<file path="src/rtl/cpu_run_ctrl_pkg.sv">
// Shared types for the CPU run controller: FSM states and the mode switch encoding.
package cpu_run_ctrl_pkg;

    typedef enum logic [2:0] {
        PAUSE = 3'd0,
        RUN   = 3'd1,
        HALT  = 3'd2,
        DONE  = 3'd3
    } run_state_t;

    typedef enum logic [1:0] {
        FREE  = 2'd0,
        STEP  = 2'd1,
        BREAK = 2'd2
    } run_mode_t;

    // Unused switch position; treated exactly like FREE.
    localparam logic [1:0] MODE_RESERVED = 2'd3;

    function automatic logic mode_runs_freely(input logic [1:0] m);
        return (m == FREE) || (m == BREAK) || (m == MODE_RESERVED);
    endfunction

endpackage

</file>
<file path="src/rtl/cpu_run_ctrl_btn.sv">
// Button conditioner: 2-flop synchroniser, stability counter, one-cycle pulse
// on each accepted press (debounced 1 -> 0 transition).
module btn_debounce #(
    parameter int DEBOUNCE_CYCLES = 50000
) (
    input  logic CLK_50,
    input  logic resetN,
    input  logic btnN,
    output logic press
);

    localparam int CW = $clog2(DEBOUNCE_CYCLES + 1);
    localparam logic [CW-1:0] CNT_LAST = CW'(DEBOUNCE_CYCLES - 1);

    logic [1:0]    sync_q;
    logic          level;
    logic          level_d;
    logic [CW-1:0] cnt;

    always_ff @(posedge CLK_50 or negedge resetN) begin
        if (!resetN) begin
            sync_q  <= 2'b11;
            level   <= 1'b1;
            level_d <= 1'b1;
            cnt     <= '0;
            press   <= 1'b0;
        end else begin
            sync_q  <= {sync_q[0], btnN};
            level_d <= level;
            press   <= level_d & ~level;
            // Any sample agreeing with the current level restarts the stability window.
            if (sync_q[1] == level) begin
                cnt <= '0;
            end else if (cnt == CNT_LAST) begin
                level <= sync_q[1];
                cnt   <= '0;
            end else begin
                cnt <= cnt + CW'(1);
            end
        end
    end

endmodule

</file>
<file path="src/rtl/cpu_run_ctrl.sv">
// Run controller for the CPU clock enable: free-run, single-step or run-to-breakpoint,
// with a saturating executed-cycle counter and stop-PC capture.
module cpu_run_ctrl
    import cpu_run_ctrl_pkg::*;
#(
    parameter int PC_WIDTH        = 10,
    parameter int CNT_WIDTH       = 32,
    parameter int NUM_BP          = 4,
    parameter int FINAL_PC        = 2**PC_WIDTH - 1,
    parameter int DEBOUNCE_CYCLES = 50000
) (
    input  logic                       CLK_50,
    input  logic                       resetN,
    input  logic [PC_WIDTH-1:0]        pc,
    input  logic [1:0]                 mode,
    input  logic                       step_btnN,
    input  logic                       run_btnN,
    input  logic [NUM_BP*PC_WIDTH-1:0] bp_addr,
    input  logic [NUM_BP-1:0]          bp_en,
    output logic                       cpu_ena,
    output logic                       finished,
    output logic                       halted,
    output logic [PC_WIDTH-1:0]        halted_pc,
    output logic [CNT_WIDTH-1:0]       cycle_count,
    output logic [2:0]                 state_o
);

    localparam logic [PC_WIDTH-1:0] FINAL_PC_V = PC_WIDTH'(FINAL_PC);

    run_state_t          state, state_nxt;
    logic                ena_nxt, fin_nxt, hlt_nxt, skip_nxt;
    logic                skip_bp;
    logic [PC_WIDTH-1:0] hpc_nxt;
    logic                step_press, run_press;
    logic [NUM_BP-1:0]   bp_hit;
    logic                bp_match;
    logic                free_mode;
    logic                final_hit, bp_stop;

    btn_debounce #(.DEBOUNCE_CYCLES(DEBOUNCE_CYCLES)) u_step_btn (
        .CLK_50 (CLK_50),
        .resetN (resetN),
        .btnN   (step_btnN),
        .press  (step_press)
    );

    btn_debounce #(.DEBOUNCE_CYCLES(DEBOUNCE_CYCLES)) u_run_btn (
        .CLK_50 (CLK_50),
        .resetN (resetN),
        .btnN   (run_btnN),
        .press  (run_press)
    );

    for (genvar i = 0; i < NUM_BP; i++) begin : g_bp
        assign bp_hit[i] = bp_en[i] && (bp_addr[i*PC_WIDTH +: PC_WIDTH] == pc);
    end
    assign bp_match = |bp_hit;

    assign free_mode = mode_runs_freely(mode);
    // Stop decisions are taken only on exec cycles; FINAL_PC outranks breakpoints.
    assign final_hit = cpu_ena && (pc == FINAL_PC_V);
    assign bp_stop   = cpu_ena && (mode == BREAK) && bp_match && !skip_bp;

    always_comb begin
        state_nxt = state;
        ena_nxt   = 1'b0;
        fin_nxt   = finished;
        hlt_nxt   = halted;
        hpc_nxt   = halted_pc;
        skip_nxt  = skip_bp;
        if (cpu_ena)
            skip_nxt = 1'b0;
        if (final_hit) begin
            state_nxt = DONE;
            fin_nxt   = 1'b1;
            hpc_nxt   = pc;
        end else if (bp_stop) begin
            state_nxt = HALT;
            hlt_nxt   = 1'b1;
            hpc_nxt   = pc;
        end else begin
            case (state)
                PAUSE: begin
                    if (free_mode) begin
                        state_nxt = RUN;
                        ena_nxt   = 1'b1;
                    end else if (step_press) begin
                        ena_nxt = 1'b1;
                    end
                end
                RUN: begin
                    if (free_mode)
                        ena_nxt = 1'b1;
                    else
                        state_nxt = PAUSE;
                end
                HALT: begin
                    if (run_press) begin
                        hlt_nxt  = 1'b0;
                        skip_nxt = 1'b1;
                        if (free_mode) begin
                            state_nxt = RUN;
                            ena_nxt   = 1'b1;
                        end else begin
                            state_nxt = PAUSE;
                        end
                    end
                end
                default: ;
            endcase
        end
    end

    always_ff @(posedge CLK_50 or negedge resetN) begin
        if (!resetN) begin
            state     <= PAUSE;
            cpu_ena   <= 1'b0;
            finished  <= 1'b0;
            halted    <= 1'b0;
            halted_pc <= '0;
            skip_bp   <= 1'b0;
        end else begin
            state     <= state_nxt;
            cpu_ena   <= ena_nxt;
            finished  <= fin_nxt;
            halted    <= hlt_nxt;
            halted_pc <= hpc_nxt;
            skip_bp   <= skip_nxt;
        end
    end

    always_ff @(posedge CLK_50 or negedge resetN) begin
        if (!resetN)
            cycle_count <= '0;
        else if (cpu_ena && !(&cycle_count))
            cycle_count <= cycle_count + CNT_WIDTH'(1);
    end

    assign state_o = state;

endmodule

</file>
<file path="config.mk">
export PLATFORM = sky130hd
export DESIGN_NAME = cpu_run_ctrl
export DESIGN_NICKNAME = d
export VERILOG_FILES = /design/src/rtl/cpu_run_ctrl_pkg.sv /design/src/rtl/cpu_run_ctrl_btn.sv /design/src/rtl/cpu_run_ctrl.sv
export SDC_FILE = /design/constraint.sdc
export NUM_CORES = 1
export LEC_CHECK = 0
export ABC_AREA = 1
export CAP_MARGIN = 25
export CORE_MARGIN = 2
export CORE_UTILIZATION = 29
export DETAILED_ROUTE_END_ITERATION = 10
export PLACE_DENSITY_LB_ADDON = 0.12
export SETUP_SLACK_MARGIN = 0.02
export SLEW_MARGIN = 20
export SYNTH_ARGS = -nofsm -noshare
export SYNTH_HDL_FRONTEND = slang
export SYNTH_SLANG_ARGS = --single-unit
</file>
<file path="constraint.sdc">
create_clock -name CLK_50 -period 1.63 [get_ports CLK_50]
set_input_delay 0.163 -clock CLK_50 [delete_from_list [all_inputs] [get_ports CLK_50]]
set_output_delay 0.163 -clock CLK_50 [all_outputs]
set_load 0.1 [all_outputs]
</file>
==> summary.md, run 1 <==
| Metric | Value |
|---|---|
| Comb power frac | `between 10% and 20%` |
| Number of cells in the finished layout apart from fillers | `around 1100` |
| Remaining DRCs | `0` |
| Syn. warnings | `0` |
| Number of antenna violations at the first check in global routing | `0` |
| Top cells by count, synth | `nand2_1 (177), inv_1 (94), dfrtp_1 (82)` |
| Routed WL | `between 10 and 15 mm` |
| DRT iter0 DRCs | `~170` |
| Gr ovfl total | `0` |
| Top Ports | `approximately 110` |
| Failing checks | `setup timing` |
| Startpoint types | `register` |
| Crit path capture type | `register` |
| Ys flop type | `dfrtp_1` |
| Top cells by area, synth | `dfrtp_1 (40%), nand2_1 (13%), inv_1 (6.9%)` |
| CP max-delay cell | `dfrtp_4` |
| Core area | `between 15000 and 20000 um^2` |
| Die X | `roughly 140 um` |
| Clock latency on the worst-skew pair | `between 300 and 400 ps` |
| Starting Density | `between 20% and 30%` |
| Internal | `between 3000 and 4000 uW` |
| Post-synth ARST share | `100%` |
| Clk pwr share | `a little over two fifths` |
| Flop pwr share | `between 40% and 50%` |
| Critical Path RT | `~1900 ps` |
| Total net switching power | `about 1200 uW` |
| Vias in the first global route | `~4800` |
| Run status | `finished, violations left` |
| Seq/Total Area, Yosys | `between 40% and 50%` |
| DIE AREA | `around 19000 um^2` |
| # setup viols final | `34` |
| GRT Total Usage | `15.7%` |
| Share of the synthesized area in the top cell type | `40.1%` |
| Drt pass-1 iters | `4` |
| Row cnt | `48` |
| Final Critical Period | `approximately 1800 ps` |
| Crit Path Class | `register to register` |
| GP Congestion | `0.859` |
| RR Endpoint | `cycle_count[23]$_DFFE_PN0P_` |
| First-pass GRT wire length | `about 23 mm` |
| Most common cell in the netlist | `nand2_1` |
| Post-synthesis register bit count | `90` |
| Mean Syn Cell Area | `just under 8 um^2` |
| CP dominant cell by count | `nand3_4` |
| Max Cap Viol | `0` |
| Power Dens Cells | `between 500 and 600 nW/um^2` |
| R2R setup slack | `-140 ps` |
| Vias after detailed routing | `4918` |
| Pin count of the biggest net entering global routing | `50` |
| Per-cell routed wire length | `roughly 13 um` |
| P_leak | `0.00409 uW` |
| Setup TNS | `-2730 ps` |
| Longest Clk Path Bufs | `2` |
| Layout area overhead | `69.5%` |
| Post-synth EDFFs | `0` |
| RSZ-0062 raised after global routing | `yes` |
| Layout cells sized above 1 | `between 30% and 40%` |
| Fin Clk Skew | `about 7.4 ps` |
| CTS H-Tree Depth | `3` |
| Hold Fails Final Rpt | `0` |
| HPWL Detailed | `between 10 and 15 mm` |
| Syn Inst Count | `about 660` |
| Worst-path cell chain | `ha_4 -> nand3_4 -> nor2_4 -> buf_4 -> nand3_4 -> nor2_1 -> nand2_1 -> nand2_4 -> buf_12 -> nor3_4 -> xor2_1` |
| Final Max Tran Viols | `0` |
| Min-Delay Path Class | `input pin to asynchronous set/reset pin` |
| Worst r2r src | `cycle_count[0]$_DFFE_PN0P_` |
| Yosys top cell by area | `dfrtp_1` |
| Sw frac | `25.5%` |
| Antenna Nets Post-Route | `0` |
| Num CTS Buffers | `9` |
| Antenna cell count | `0` |
| Placed Cells | `1081` |
| I/O Buffers | `106` |
| Synth unique cells | `between 40 and 50` |
| Clock transition at the registers of the reported paths | `~70 ps` |
| Final Cycle Share | `109%` |
| # clock sinks | `90` |
| Root Buffer Master | `clkbuf_16` |
| Maximum VDD drop | `around 0.00044 V` |
| Setup ws final | `-141 ps` |
| Die height | `approximately 140 um` |
| Post-Syn Area | `5120 um^2` |
| CP max FO | `7` |
| Pwr Total | `roughly 4800 uW` |
| Pre-CTS setup slack | `-410 ps` |
| R2r worst-path depth | `11` |
| Final nets | `between 900 and 1000` |
| CTS tree | `done` |
| DR vias/cell | `4.39` |
| Synth Net Count | `719` |
| CP Data Arrival Time | `between 2000 and 2500 ps` |
| Peak Freq | `565 MHz` |
| CP peak stage delay | `490 ps` |
-- cell families after synthesis --
group	after synthesis	synth area share [%]
buffers and inverters	111	8.92
other	1	0.0733
DFF	90	44.2
muxes	2	0.440
and+or+nand+nor	363	33.0
AOI/OAI and AO/OA	37	4.25
xor gates and xnor gates	49	8.39
adders and majority gates	3	0.734
-- critical path: cells and delay by family (launching register included) --
family	cells	cell delay, ps
buffers and inverters	2	300
flip-flops	1	490
AND/OR/NAND/NOR	7	550
XOR/XNOR	1	160
adder cells (fa/ha/maj)	1	180
-- layout make-up --
| class | instances | area, um^2 |
|---|---|---|
| Fill cell | 1646 | 8620 |
| Multi-Input combinational cell | 455 | 2750 |
| Timing Repair Buffer | 235 | 2640 |
| Sequential cell | 90 | 2340 |
| Inverter | 98 | 380 |
| Tap cell | 225 | 282 |
| Clock buffer | 9 | 225 |
| Clock inverter | 7 | 60.1 |
-- worst max-delay path by stage --
stage                               startpoint                           to  slack (ps)  cells past startpoint
detailed placement                       pc[4]     halted_pc[7]$_DFFE_PN0P_        -410                     12
CTS                 cycle_count[0]$_DFFE_PN0P_  cycle_count[28]$_DFFE_PN0P_        -150                     13
floorplan           cycle_count[0]$_DFFE_PN0P_  cycle_count[28]$_DFFE_PN0P_        -300                     12
global route        cycle_count[1]$_DFFE_PN0P_  cycle_count[28]$_DFFE_PN0P_        -260                     13
global placement                         pc[4]     halted_pc[5]$_DFFE_PN0P_        -390                     11
finish              cycle_count[0]$_DFFE_PN0P_  cycle_count[23]$_DFFE_PN0P_        -140                     11
-- state kept, by name, summed over array words and instances (netlist names), 2 cells and up --
name,cells
state_o,2
halted_pc,10
u_run_btn.sync_q,2
cycle_count,32
u_step_btn.sync_q,2
u_run_btn.cnt,16
u_step_btn.cnt,16
-- power groups by stage --
stage / clock network, uW / registers, uW / logic, uW
2_1_floorplan: 0 / 2310 / 183
3_3_place_gp: 0 / 2310 / 499
4_1_cts: 2100 / 2260 / 507
5_1_grt: 2180 / 2270 / 591
6_report: 2020 / 2270 / 535
3_5_place_dp: 0 / 2310 / 499
-- placed cells by master, fill, tap and decap left out, drive strengths merged, types with 5 or more instances in the layout --
cell / Yosys / final
inv: 98 / 102
a21oi: 12 / 12
buf: 12 / 175
nor3: 29 / 29
clkbuf: 1 / 10
nor2: 73 / 73
nand2: 183 / 183
nand4: 19 / 19
nand3: 46 / 46
xor2: 27 / 27
o21ai: 15 / 15
dfstp: 8 / 8
clkdlybuf4s50: 0 / 50
dfrtp: 82 / 82
dlymetal6s2s: 0 / 5
xnor2: 22 / 22
-- per-layer routing --
metal / up-vias / share of wire [%] / track usage (%)
met5: - / 0 / 0
met4: 0 / 1.5 / 5.33
met3: 16 / 4.5 / 2.63
met2: 100 / 48 / 26.0
met1: 2271 / 46 / 20.8
li1: 2531 / - / -
-- stage by stage --
step	hold WS, ps	area [um^2]	util, %
floorplan	-133	5270	-
global placement	45.6	7820	45.2
detailed placement	44.6	7820	45.2
CTS	199	8260	47.8
global route	212	8670	50.2
finish	215	8670	50.2
-- what timing repair did --
| item | in CTS | in global routing |
|---|---|---|
| hold endpoints to repair | 22 | 0 |
| hold buffers | 1 | 0 |
| cloned | 0 | 1 |
| resized for setup | 29 | 78 |
| setup buffers | 7 | 14 |
| pin swaps | 17 | 31 |
| setup endpoints to repair | 49 | 70 |
Power figures use the tool's default switching activity.
==> run 2: changes to the inputs <==
MAX_ROUTING_LAYER = met4   (was not set)
==> summary.md, run 2 (synthesis gave the netlist of run 1 again) <==
| Metric | Value |
|---|---|
| Run status | `finished, violations left` |
| Failing checks | `setup timing` |
| Drt pass-1 iters | `6` |
| Num CTS Buffers | `9` |
| P_leak | `~0.004 uW` |
| Startpoint types | `register` |
| Final Cycle Share | `109%` |
| Starting Density | `just under 30%` |
| CTS tree | `done` |
| DIE AREA | `18700 um^2` |
| Clock transition at the registers of the reported paths | `~70 ps` |
| Final nets | `954` |
| Largest regs | `cycle_count (32), u_run_btn.cnt (16), u_step_btn.cnt (16)` |
| Critical Path RT | `1900 ps` |
| Fin Clk Skew | `approximately 9.1 ps` |
| Pin count of the biggest net entering global routing | `just under 60` |
| Row cnt | `48` |
| Final Critical Period | `~1800 ps` |
| Worst hold slack | `roughly 200 ps` |
| GP Congestion | `0.858` |
| Fill cell count | `1643` |
| Layout cells sized above 1 | `between 30% and 40%` |
| Hold Fails Final Rpt | `0` |
| Peak Freq | `between 500 and 600 MHz` |
| Number of antenna violations at the first check in global routing | `0` |
| Most flop-heavy register | `cycle_count` |
| I/O Buffers | `roughly 110` |
| DR vias/cell | `4.43` |
| Die X | `about 140 um` |
| Most frequent cells in the layout | `nand2_1 (167), buf_4 (113), inv_1 (92)` |
| Antenna cell count | `0` |
| Vias after detailed routing | `slightly below 5000` |
| Setup ws final | `-151 ps` |
| CP max FO | `15` |
| Max FFs per register | `32` |
| RSZ-0062 raised after global routing | `yes` |
| Clock latency on the worst-skew pair | `about 360 ps` |
| Routed WL | `about 15 mm` |
| # setup viols final | `32` |
| Max Cap Viol | `0` |
| Remaining DRCs | `0` |
| DRT iter0 DRCs | `231` |
| Vias in the first global route | `5067` |
| Per-cell routed wire length | `13.5 um` |
| R2r worst-path depth | `11` |
| Root Buffer Master | `clkbuf_16` |
| First-pass GRT wire length | `24.3 mm` |
| HPWL Detailed | `approximately 11 mm` |
| Gr ovfl total | `0` |
| Commonest non-fill, non-tap cell in the layout | `nand2_1` |
| Crit Path Class | `register to register` |
| Layout area overhead | `70.0%` |
| Antenna Nets Post-Route | `0` |
| Longest Clk Path Bufs | `2` |
| Crit path capture type | `register` |
| Min-Delay Path Class | `input pin to register` |
| Hold path depth | `4` |
| CP Data Arrival Time | `a little over 2000 ps` |
| Core area | `17300 um^2` |
| CTS H-Tree Depth | `3` |
| Maximum VDD drop | `~0.0006 V` |
| Die height | `~140 um` |
| Final Max Tran Viols | `0` |
| GRT Total Usage | `between 10% and 20%` |
| Top Ports | `~110` |
| # clock sinks | `90` |
| Power Dens Cells | `around 570 nW/um^2` |
| Pwr Total | `4940 uW` |
| Pre-CTS setup slack | `-402 ps` |
==> run 2: metal layers <==
metal  track usage, %  up-vias  routed length [um]
li1                 -     2532                   -
met1             21.0     2324                6770
met2             28.0       96                7600
met3             3.96       11                 686
met4             3.72        0                 116
met5                -        -                   0
==> run 2: where the power goes <==
part | switching, uW | internal [uW] | total, uW
Combinational | 258 | 280 | 538
Clock | 1040 | 1090 | 2130
Sequential | 20.4 | 2250 | 2270
==> run 2: layout make-up <==
type,instances,area [um^2],area share (%)
clock buffers,9,225,2.59
clock inverters,7,76.3,0.877
inverters,98,375,4.31
multi-input cells,456,2780,32.0
flip-flops and latches,90,2340,26.9
well taps,225,282,3.24
repair buffers,236,2620,30.2
==> run 2: final timing paths <==
path / from / to / slack, ps
worst min-delay path: pc[9] / halted_pc[9]$_DFFE_PN0P_ / 200
worst min register to register: u_step_btn.sync_q[0]$_DFF_PN1_ / u_step_btn.sync_q[1]$_DFF_PN1_ / 360
worst max-delay path: cycle_count[1]$_DFFE_PN0P_ / cycle_count[22]$_DFFE_PN0P_ / -150
worst max register to register: cycle_count[1]$_DFFE_PN0P_ / cycle_count[22]$_DFFE_PN0P_ / -150
max in group asynchronous: resetN / cpu_ena$_DFF_PN0_ / 880
min in group asynchronous: resetN / cycle_count[6]$_DFFE_PN0P_ / 330
==> run 2: stage by stage <==
step	setup TNS [ps]	util (%)	instances	area, um^2
3_3_place_gp	-7190	45.3	1082	7830
2_1_floorplan	-7690	-	656	5270
5_1_grt	-6900	50.3	1121	8700
4_1_cts	-1050	47.8	1105	8270
3_5_place_dp	-8350	45.3	1082	7830
6_report	-2830	50.3	1121	8700
==> run 2: critical path, stage by stage (launching register included) <==
cell     delay, ps
dfrtp_4        490
ha_4           180
nand3_4         70
nor2_4          50
buf_4          130
nand3_4         60
nor2_2          40
nand2_1         70
nand2_2        100
buf_12         180
nor3_2         170
xor2_1         170
==> run 2: what timing repair did <==
| action | 4_1_cts | 5_1_grt |
|---|---|---|
| endpoints found under the setup margin | 48 | 67 |
| hold buffers | 1 | 0 |
| resized for setup | 25 | 73 |
| hold endpoints to repair | 82 | 0 |
| gates cloned | 0 | 1 |
| buffers inserted | 6 | 15 |
| pin swaps | 17 | 30 |
==> run 3: changes to the inputs <==
CTS_CLUSTER_DIAMETER = 100   (was not set)
TNS_END_PERCENT = 10   (was not set)
clock period = 1.6 ns   (was 1.63 ns; I/O delays follow)
==> summary.md, run 3 (synthesis gave the netlist of run 1 again) <==
| Metric | Value |
|---|---|
| Vias after detailed routing | `4842` |
| Per-cell routed wire length | `13.2 um` |
| Startpoint types | `register` |
| DIE AREA | `roughly 19000 um^2` |
| Largest delay share family, worst path | `simple AND/OR/NAND/NOR gates` |
| Fill cell count | `between 1500 and 2000` |
| Maximum VDD drop | `roughly 0.00053 V` |
| Min-Delay Path Class | `input pin to register` |
| P_leak | `between 0.003 and 0.004 uW` |
| Commonest non-fill, non-tap cell in the layout | `nand2_1` |
| Largest regs | `cycle_count (32), u_run_btn.cnt (16), u_step_btn.cnt (16)` |
| GRT Total Usage | `16.4%` |
| CTS tree | `done` |
| Hold path depth | `1` |
| Critical path depth in cells | `10` |
| Antenna Nets Post-Route | `0` |
| # clock sinks | `90` |
| Die height | `~140 um` |
| GP Congestion | `~0.85` |
| DR vias/cell | `4.42` |
| Die X | `between 100 and 150 um` |
| Pin count of the biggest net entering global routing | `35` |
| Drt pass-1 iters | `4` |
| Final instance area | `slightly above 8000 um^2` |
| Final Critical Period | `~1700 ps` |
| Clock latency on the worst-skew pair | `~340 ps` |
| CTS H-Tree Depth | `3` |
| Layout area overhead | `60.9%` |
| Gr ovfl total | `0` |
| Worst-path cell chain | `ha_4 -> nand3_4 -> nor2_4 -> nand3_1 -> nor2_1 -> nand2_1 -> nand2_4 -> clkbuf_16 -> nor3_2 -> xor2_1` |
| Row cnt | `48` |
| Failing checks | `setup timing` |
| Layout cells sized above 1 | `between 30% and 40%` |
| Setup ws final | `-120 ps` |
| Crit Path Class | `register to register` |
| Worst r2r src | `cycle_count[1]$_DFFE_PN0P_` |
| CP Data Arrival Time | `a little under 2000 ps` |
| I/O Buffers | `~110` |
| Final Cycle Share | `108%` |
| CP max-delay cell | `dfrtp_4` |
| Core area | `approximately 17000 um^2` |
| RSZ-0062 raised after global routing | `yes` |
| Remaining DRCs | `0` |
| Critical Path RT | `1860 ps` |
| # setup viols final | `33` |
| Starting Density | `29.6%` |
| Buffers & Inverters on Critical Path | `1` |
| Vias in the first global route | `roughly 5000` |
| Most frequent cells in the layout | `nand2_1 (173), buf_4 (100), inv_1 (92)` |
| Max FFs per register | `32` |
| Power Dens Cells | `589 nW/um^2` |
| Crit path capture type | `register` |
| Fin Clk Skew | `between 5 and 6 ps` |
| DRT iter0 DRCs | `approximately 170` |
| RR Endpoint | `cycle_count[27]$_DFFE_PN0P_` |
| First-pass GRT wire length | `~24 mm` |
| Most flop-heavy register | `cycle_count` |
| Top Ports | `between 100 and 150` |
| Hold path startpoint | `step_btnN` |
| Final Max Tran Viols | `0` |
| Hold Fails Final Rpt | `0` |
| HPWL Detailed | `11.2 mm` |
| CP peak stage delay | `between 400 and 500 ps` |
| Final nets | `roughly 930` |
| Num CTS Buffers | `9` |
| Root Buffer Master | `clkbuf_16` |
| R2R setup slack | `-120 ps` |
| Clock transition at the registers of the reported paths | `roughly 70 ps` |
| Run status | `finished, violations left` |
| CP max FO | `7` |
| R2r worst-path depth | `10` |
| Antenna cell count | `0` |
| Number of antenna violations at the first check in global routing | `0` |
| Dpl cell area | `around 7700 um^2` |
| Max Cap Viol | `0` |
| Routed WL | `approximately 14 mm` |
| Worst Hold End | `u_step_btn.sync_q[0]$_DFF_PN1_` |
| Final core occ | `47.6%` |
| Number of cells in the finished layout apart from fillers | `between 1000 and 1500` |
| Peak Freq | `approximately 580 MHz` |
| Longest Clk Path Bufs | `2` |
| Placed Cells | `approximately 1100` |
run 3: layout make-up:
class	instances	area, um^2	area share [%]
inverter	98	375	4.56
sequential	90	2310	28.1
tap	225	282	3.42
clock buffer	9	225	2.73
clock inverter	7	57.6	0.699
multi-input combinational	455	2580	31.3
timing repair buffer	212	2400	29.2
run 3: what timing repair did:
item,CTS,global route
hold buffers,1,0
setup buffers,0,3
hold endpoints to repair,24,0
pin swaps,3,8
setup endpoints to repair,54,68
gates resized for setup,19,32
gates cloned,0,1
run 3: stage by stage:
stage	hold WS, ps	worst slack, ps	TNS [ps]	total power, uW
CTS	195	-122	-2620	4940
global route	187	-226	-7380	5110
detailed placement	118	-360	-11080	2850
floorplan	-136	-356	-12180	2540
global placement	120	-327	-10530	2850
finish	213	-120	-2050	4850
run 3: worst max-delay path by stage:
stage / endpoint / slack (ps) / startpoint
after floorplan: cycle_count[13]$_DFFE_PN0P_ / -360 / cycle_count[0]$_DFFE_PN0P_
after global placement: halted_pc[4]$_DFFE_PN0P_ / -330 / pc[5]
after detailed placement: halted_pc[2]$_DFFE_PN0P_ / -360 / pc[4]
after CTS: cycle_count[28]$_DFFE_PN0P_ / -120 / cycle_count[1]$_DFFE_PN0P_
after global routing: cycle_count[28]$_DFFE_PN0P_ / -230 / cycle_count[1]$_DFFE_PN0P_
final: cycle_count[27]$_DFFE_PN0P_ / -120 / cycle_count[1]$_DFFE_PN0P_
run 3: per-layer routing:
metal  track usage (%)  routed length, um  vias up
met5                 -                  0        -
met4              3.61                131        0
met3              3.22                655        8
met2              27.1               6980       87
met1              21.0               6670     2264
li1                  -                  -     2483
run 3: worst register-to-register path, cell delays in order (launching register included):
cell,delay [ps]
dfrtp_4,490
ha_4,170
nand3_4,90
nor2_4,50
nand3_1,90
nor2_1,50
nand2_1,100
nand2_4,100
clkbuf_16,190
nor3_2,160
xor2_1,150
run 3: report_power, final:
part           total, uW  leakage, uW  internal (uW)  switching, uW
logic                509      0.00251            260            248
registers           2310      0.00115           2300           13.1
clock network       2030     0.000142           1080            954
